[src/rtl/decode_pkg.sv]
// Shared definitions for the multicycle control decoder: FSM states, opcode
// and Funct field values, and the ALUControl code points.
package decode_pkg;

    typedef enum logic [3:0] {
        S_FETCH  = 4'd0,
        S_DECODE = 4'd1,
        S_MEMADR = 4'd2,
        S_MEMRD  = 4'd3,
        S_MEMWB  = 4'd4,
        S_MEMWR  = 4'd5,
        S_EXECR  = 4'd6,
        S_EXECI  = 4'd7,
        S_ALUWB  = 4'd8,
        S_BRANCH = 4'd9,
        S_LSTART = 4'd10,
        S_LWAIT  = 4'd11,
        S_LWBLO  = 4'd12,
        S_LWBHI  = 4'd13,
        S_TRAP   = 4'd14
    } state_e;

    localparam logic [1:0] OP_DP  = 2'b00;
    localparam logic [1:0] OP_MEM = 2'b01;
    localparam logic [1:0] OP_BR  = 2'b10;
    localparam logic [1:0] OP_ILL = 2'b11;

    localparam logic [3:0] MUL_PATTERN = 4'b1001;

    // Funct[4:1] command field, data-processing group
    localparam logic [3:0] F_AND   = 4'b0000;
    localparam logic [3:0] F_EOR   = 4'b0001;
    localparam logic [3:0] F_SUB   = 4'b0010;
    localparam logic [3:0] F_ADD   = 4'b0100;
    localparam logic [3:0] F_ADD16 = 4'b1000;
    localparam logic [3:0] F_ADD32 = 4'b1001;
    localparam logic [3:0] F_MUL16 = 4'b1010;
    localparam logic [3:0] F_MUL32 = 4'b1011;
    localparam logic [3:0] F_ORR   = 4'b1100;
    localparam logic [3:0] F_MOV   = 4'b1101;
    localparam logic [3:0] F_LSL   = 4'b1110;

    // Funct[4:1] command field, long-op group (isMul)
    localparam logic [3:0] MF_MUL  = 4'b0000;
    localparam logic [3:0] MF_UMUL = 4'b0100;
    localparam logic [3:0] MF_SMUL = 4'b0110;
    localparam logic [3:0] MF_DIV  = 4'b1000;

    localparam logic [3:0] ALU_ADD   = 4'h0;
    localparam logic [3:0] ALU_SUB   = 4'h1;
    localparam logic [3:0] ALU_AND   = 4'h2;
    localparam logic [3:0] ALU_ORR   = 4'h3;
    localparam logic [3:0] ALU_MUL   = 4'h4;
    localparam logic [3:0] ALU_SMUL  = 4'h5;
    localparam logic [3:0] ALU_UMUL  = 4'h6;
    localparam logic [3:0] ALU_DIV   = 4'h7;
    localparam logic [3:0] ALU_EOR   = 4'h8;
    localparam logic [3:0] ALU_MOV   = 4'h9;
    localparam logic [3:0] ALU_LSL   = 4'hA;
    localparam logic [3:0] ALU_ADD16 = 4'hB;
    localparam logic [3:0] ALU_MUL16 = 4'hC;
    localparam logic [3:0] ALU_ADD32 = 4'hD;
    localparam logic [3:0] ALU_MUL32 = 4'hE;

    function automatic logic is_long_mul(input logic [3:0] code);
        return (code == ALU_UMUL) || (code == ALU_SMUL);
    endfunction

endpackage

[src/rtl/decode_alu_dec.sv]
// Combinational ALU decoder: maps the Funct command field to an ALUControl
// code, the raw flag-write enables, and an illegal-encoding indication.
module decode_alu_dec
    import decode_pkg::*;
#(
    parameter int ALU_W = 4
) (
    input  logic             is_mul,
    input  logic [3:0]       cmd,
    input  logic             s_bit,
    output logic [ALU_W-1:0] alu_ctrl,
    output logic [1:0]       flag_w,
    output logic             long_mul,
    output logic             illegal
);

    logic [3:0] code;

    always_comb begin
        code    = ALU_ADD;
        illegal = 1'b0;
        if (is_mul) begin
            case (cmd)
                MF_MUL:  code = ALU_MUL;
                MF_UMUL: code = ALU_UMUL;
                MF_SMUL: code = ALU_SMUL;
                MF_DIV:  code = ALU_DIV;
                default: illegal = 1'b1;
            endcase
        end else begin
            case (cmd)
                F_ADD:   code = ALU_ADD;
                F_SUB:   code = ALU_SUB;
                F_AND:   code = ALU_AND;
                F_ORR:   code = ALU_ORR;
                F_EOR:   code = ALU_EOR;
                F_MOV:   code = ALU_MOV;
                F_LSL:   code = ALU_LSL;
                F_ADD16: code = ALU_ADD16;
                F_MUL16: code = ALU_MUL16;
                F_ADD32: code = ALU_ADD32;
                F_MUL32: code = ALU_MUL32;
                default: illegal = 1'b1;
            endcase
        end
    end

    assign alu_ctrl = ALU_W'(code);
    assign long_mul = is_mul && is_long_mul(code);
    // Carry/overflow only make sense for the ADD/SUB codes (0 and 1)
    assign flag_w   = {s_bit, s_bit & (alu_ctrl[ALU_W-1:1] == '0)};

endmodule

[src/rtl/decode_mc.sv]
// Multicycle control decoder: main FSM, long-op sequencing with watchdog, PC
// logic. Build option DECODE_TRAP_EN routes illegal instructions to TRAP.
module decode_mc
    import decode_pkg::*;
#(
    parameter int ALU_W    = 4,
    parameter int WAIT_W   = 6,
    parameter int WAIT_MAX = 63
) (
    input  logic             clk,
    input  logic             reset,
    input  logic [1:0]       Op,
    input  logic [5:0]       Funct,
    input  logic [3:0]       Rd,
    input  logic [3:0]       Mul,
    input  logic             ExDone,
    output logic [1:0]       FlagW,
    output logic             PCS,
    output logic             NextPC,
    output logic             RegW,
    output logic             MemW,
    output logic             IRWrite,
    output logic             AdrSrc,
    output logic [1:0]       ResultSrc,
    output logic [1:0]       ALUSrcA,
    output logic [1:0]       ALUSrcB,
    output logic [1:0]       ImmSrc,
    output logic [1:0]       RegSrc,
    output logic [ALU_W-1:0] ALUControl,
    output logic             isMul,
    output logic             longFlag,
    output logic             ExStart,
    output logic             ExAbort,
    output logic             Undef,
    output logic [3:0]       state
);

`ifdef DECODE_TRAP_EN
    localparam state_e ILLEGAL_DEST = S_TRAP;
`else
    localparam state_e ILLEGAL_DEST = S_FETCH;
`endif

    // Counter holds completed LWAIT cycles, so expiry is seen on the last allowed one
    localparam logic [WAIT_W-1:0] WAIT_LAST = WAIT_W'(WAIT_MAX - 1);

    state_e            state_q, state_d;
    logic [WAIT_W-1:0] wait_cnt_q, wait_cnt_d;

    logic [ALU_W-1:0]  dec_ctrl;
    logic [1:0]        dec_flag_w;
    logic              dec_long_mul;
    logic              dec_illegal;
    logic              alu_op;
    logic              flag_en;
    logic              branch;

    assign isMul = (Op == OP_DP) && (Mul == MUL_PATTERN);

    decode_alu_dec #(
        .ALU_W (ALU_W)
    ) u_alu_dec (
        .is_mul   (isMul),
        .cmd      (Funct[4:1]),
        .s_bit    (Funct[0]),
        .alu_ctrl (dec_ctrl),
        .flag_w   (dec_flag_w),
        .long_mul (dec_long_mul),
        .illegal  (dec_illegal)
    );

    always_comb begin
        state_d    = state_q;
        wait_cnt_d = wait_cnt_q;
        IRWrite    = 1'b0;
        NextPC     = 1'b0;
        AdrSrc     = 1'b0;
        RegW       = 1'b0;
        MemW       = 1'b0;
        ResultSrc  = 2'b00;
        ALUSrcA    = 2'b00;
        ALUSrcB    = 2'b00;
        alu_op     = 1'b0;
        flag_en    = 1'b0;
        branch     = 1'b0;
        longFlag   = 1'b0;
        ExStart    = 1'b0;
        ExAbort    = 1'b0;
        Undef      = 1'b0;
        case (state_q)
            S_FETCH: begin
                IRWrite   = 1'b1;
                NextPC    = 1'b1;
                ALUSrcA   = 2'b01;
                ALUSrcB   = 2'b10;
                ResultSrc = 2'b10;
                state_d   = S_DECODE;
            end
            S_DECODE: begin
                ALUSrcA   = 2'b01;
                ALUSrcB   = 2'b10;
                ResultSrc = 2'b10;
                if (Op == OP_MEM)      state_d = S_MEMADR;
                else if (Op == OP_BR)  state_d = S_BRANCH;
                else if (Op == OP_ILL) state_d = ILLEGAL_DEST;
                else if (dec_illegal)  state_d = ILLEGAL_DEST;
                else if (isMul)        state_d = S_LSTART;
                else if (Funct[5])     state_d = S_EXECI;
                else                   state_d = S_EXECR;
            end
            S_MEMADR: begin
                ALUSrcB = 2'b01;
                state_d = Funct[0] ? S_MEMRD : S_MEMWR;
            end
            S_MEMRD: begin
                AdrSrc  = 1'b1;
                state_d = S_MEMWB;
            end
            S_MEMWB: begin
                ResultSrc = 2'b01;
                RegW      = 1'b1;
                state_d   = S_FETCH;
            end
            S_MEMWR: begin
                AdrSrc  = 1'b1;
                MemW    = 1'b1;
                state_d = S_FETCH;
            end
            S_EXECR: begin
                alu_op  = 1'b1;
                flag_en = 1'b1;
                state_d = S_ALUWB;
            end
            S_EXECI: begin
                ALUSrcB = 2'b01;
                alu_op  = 1'b1;
                flag_en = 1'b1;
                state_d = S_ALUWB;
            end
            S_ALUWB: begin
                RegW    = 1'b1;
                state_d = S_FETCH;
            end
            S_BRANCH: begin
                ALUSrcB   = 2'b01;
                ResultSrc = 2'b10;
                branch    = 1'b1;
                state_d   = S_FETCH;
            end
            S_LSTART: begin
                alu_op     = 1'b1;
                ExStart    = 1'b1;
                wait_cnt_d = '0;
                state_d    = S_LWAIT;
            end
            S_LWAIT: begin
                alu_op     = 1'b1;
                wait_cnt_d = wait_cnt_q + 1'b1;
                if (ExDone) begin
                    state_d = S_LWBLO;
                end else if (wait_cnt_q == WAIT_LAST) begin
                    ExAbort = 1'b1;
                    state_d = ILLEGAL_DEST;
                end
            end
            S_LWBLO: begin
                RegW    = 1'b1;
                alu_op  = 1'b1;
                flag_en = 1'b1;
                state_d = dec_long_mul ? S_LWBHI : S_FETCH;
            end
            S_LWBHI: begin
                RegW      = 1'b1;
                ResultSrc = 2'b11;
                longFlag  = 1'b1;
                state_d   = S_FETCH;
            end
`ifdef DECODE_TRAP_EN
            S_TRAP: begin
                Undef   = 1'b1;
                state_d = S_TRAP;
            end
`endif
            default: state_d = S_FETCH;
        endcase
    end

    assign ALUControl = alu_op ? dec_ctrl : '0;
    assign FlagW      = flag_en ? dec_flag_w : 2'b00;
    assign PCS        = ((Rd == 4'd15) && RegW) || branch;
    assign ImmSrc     = Op;
    assign RegSrc     = {Op == OP_MEM, Op == OP_BR};
    assign state      = state_q;

    always_ff @(posedge clk) begin
        if (reset) begin
            state_q    <= S_FETCH;
            wait_cnt_q <= '0;
        end else begin
            state_q    <= state_d;
            wait_cnt_q <= wait_cnt_d;
        end
    end

endmodule
[config.mk]
export PLATFORM = sky130hd
export DESIGN_NAME = decode_mc
export DESIGN_NICKNAME = d
export VERILOG_FILES = /design/src/rtl/decode_pkg.sv /design/src/rtl/decode_alu_dec.sv /design/src/rtl/decode_mc.sv
export SDC_FILE = /design/constraint.sdc
export NUM_CORES = 1
export LEC_CHECK = 0
export BUFFER_PORTS_ARGS = -buffer_cell sky130_fd_sc_hd__buf_4
export CORE_ASPECT_RATIO = 1.75
export CORE_MARGIN = 5
export CORE_UTILIZATION = 41
export CTS_CLUSTER_DIAMETER = 80
export DETAILED_ROUTE_END_ITERATION = 7
export PLACE_DENSITY = 0.78
export SYNTH_ARGS = -nofsm -noshare
export SYNTH_HDL_FRONTEND = slang
export SYNTH_HIERARCHICAL = 1
export SYNTH_SLANG_ARGS = --single-unit
export TNS_END_PERCENT = 50
[constraint.sdc]
create_clock -name clk -period 2.9 [get_ports clk]
set_input_delay 0.435 -clock clk [delete_from_list [all_inputs] [get_ports clk]]
set_output_delay 0.435 -clock clk [all_outputs]
set_load 0.02 [all_outputs]
==> summary.md <==
| Metric | Value |
|---|---|
| Leakage | between 0.6 and 0.7 nW |
| Total congestion overflow | 0 |
| Cell Rows | 26 |
| Antenna diodes | 0 |
| Core area | between 0.002 and 0.003 sq mm |
| Vias/cell | 5.60 |
| Post-Syn Area | ~0.0013 sq mm |
| Fin crit period | around 2.7 ns |
| Wire per inst | between 10 and 15 um |
| Post-synth EDFFs | 0 |
| Vias in the first global route | between 1,000 and 1,500 |
| Post-synth top flop | dfxtp_1 |
| Largest area contributor in the netlist | dfxtp_1 |
| CTS tree | yes |
| RePlAce Congestion | just under 0.8 |
| Synth cell count leaders | nand2_1, nor2_1, a21oi_1, dfxtp_1, nor2b_1 |
| Clk Latency, worst-skew pair | 0.24 ns |
| FMAX | 376 MHz |
| Wl on met1 | approximately 1300 um |
| Die area | ~0.0043 sq mm |
| Synth Register Bits | 10 |
| Largest net degree at the start of global routing | 22 |
| CP Data Required Time | about 2.5 ns |
| Final setup violating endpoints | 0 |
| Max layer used | met4 |
| Worst-path maximum fanout | 7 |
| Status | complete, no violations |
| RSZ-0062 raised after global routing | false |
| Slew @ Worst Pin | 0.601 ns |
| Area Growth Syn to Fin | 26.1% |
| Setup TNS | 0 ns |
| Cell Pwr Density | around 320 mW/mm^2 |
| Hold path cells | 2 |
| Final Hold Fails | 0 |
| Clk slew on worst S/H paths | ~0.050 ns |
| Clk buf depth | 2 |
| Drt total wl | 3370 um |
| Initial DRC Count | 26 |
| Final net count | roughly 240 |
| Post-CTS resize count | 0 |
| Htree depth | 1 |
| DRT antenna net count | 0 |
| Num CTS Buffers | 3 |
| Crit Path Category | primary input to output pin |
| Synth top area cells | dfxtp_1, a21oi_1, nand2_1 |
| VDD IR max | around 170 uV |
| Postcts setup bufs | 0 |
| Tot GR Track Use | 0.169 |
| I/O pin total | 50 |
| Yosys warnings | 6 |
| Avg Cell Area, Syn | ~7 sq um |
| Clock skew | just under 0.006 ns |
| Met2 Wirelength | 1920 um |
| Layout cells sized above 1 | 0.297 |
| Die Width | between 50 and 60 um |
| Max cap viols | 0 |
| Total design power | slightly above 0.0005 W |
| Fin crit share | 0.918 |
| Drt drc | 0 |
| Cells on worst reg2reg path | 4 |
| Clk sinks | 10 |
| Arrival @ worst endpoint | 2.23 ns |
| Async SR Flop Fraction | 0 |
| Top-area cell type share of the netlist area | 0.160 |
| Routed vias | 1,384 |
| First drt pass iteration count | 4 |
| Initial antenna violation count | 0 |
| Metal3 WL | approximately 120 um |
| Register area share after synthesis | 0.160 |
| Headroom to the max-slew limit | 0.599 |
| Crit end category | output pin |
| Yosys cell types | 51 |
| Starting Density | 0.428 |
| Worst hold path class | primary input to flip-flop |
| CTS root buffer | clkbuf_8 |
| Hpwl dp | between 2000 and 3000 um |
| Startpoint Class | primary input |
| Slew Limit Fails | 0 |
| Port Buffers | 47 |
| Die Ht | between 80 and 90 um |
| # hold bufs at CTS | 0 |
| Global-route wire length before repair | 5980 um |
| Synth Instances | between 150 and 200 |
==> cell usage in the layout (no fill, tap or decap), drive strengths merged, types with 5 or more instances in the layout <==
cell	netlist	routed
buf	17	51
nand2	18	18
and2	5	5
o21ai	8	8
nor3	8	8
inv	7	7
nand3	7	7
nor2	18	18
nand2b	6	6
nor2b	10	10
dfxtp	10	10
a21oi	14	14
==> flip-flops by register name (all words and copies together), names as in the netlist <==
signal / cells
state: 4
wait_cnt_q: 6
==> report_power, final <==
part	internal (W)	switching [W]
clock network	0.000119	0.0000549
registers	0.000142	0.0000179
logic	0.0000808	0.0000967
==> area by class of cell <==
class,count,area [sq um]
Sequential cell,10,200
Tap cell,28,35.0
Timing Repair Buffer,51,383
Fill cell,311,1350
Clock buffer,4,55.1
Inverter,7,26.3
Multi-Input combinational cell,147,880
==> routing by layer <==
layer  track usage  vias up
met5             0        -
li1              -      712
met1         0.171      640
met4        0.0501        0
met2         0.339       27
met3        0.0125        5
==> cells by family after synthesis <==
logic type,synth area share
flip-flops,0.160
other,0.00299
multiplexers,0.00899
AND/OR/NAND/NOR,0.421
adder cells (fa/ha/maj),0.0200
AO/OA/AOI/OAI,0.243
buffers and inverters,0.145
==> per-stage QoR <==
step / cell area [sq um] / std cells / setup WS [ns] / util / hold WS [ns]
floorplan: 1260 / 185 / 0.273 / - / 0.462
global placement: 1520 / 243 / 0.298 / 0.521 / 0.481
detailed placement: 1520 / 243 / 0.236 / 0.521 / 0.482
CTS: 1580 / 247 / 0.225 / 0.539 / 0.441
global route: 1580 / 247 / 0.0640 / 0.539 / 0.457
finish: 1580 / 247 / 0.237 / 0.539 / 0.440
==> final timing paths <==
path         slack (ns)                        from                          to
max                0.24                      Mul[1]               ALUControl[1]
min                0.44                       reset  wait_cnt_q[0]$_SDFFE_PP0P_
max reg2reg        1.03       state[1]$_SDFFE_PP0P_  wait_cnt_q[1]$_SDFFE_PP0P_
min reg2reg        0.49  wait_cnt_q[0]$_SDFFE_PP0P_  wait_cnt_q[0]$_SDFFE_PP0P_
==> worst max-delay path, stage by stage <==
cell and delay (ns):
buf_4 0.11, or4bb_1 0.55, nor3_2 0.24, buf_4 0.21, a211oi_2 0.05, or3_1 0.35
and2_1 0.15, buf_4 0.15
Note: power is estimated with default switching activity, not from simulation.
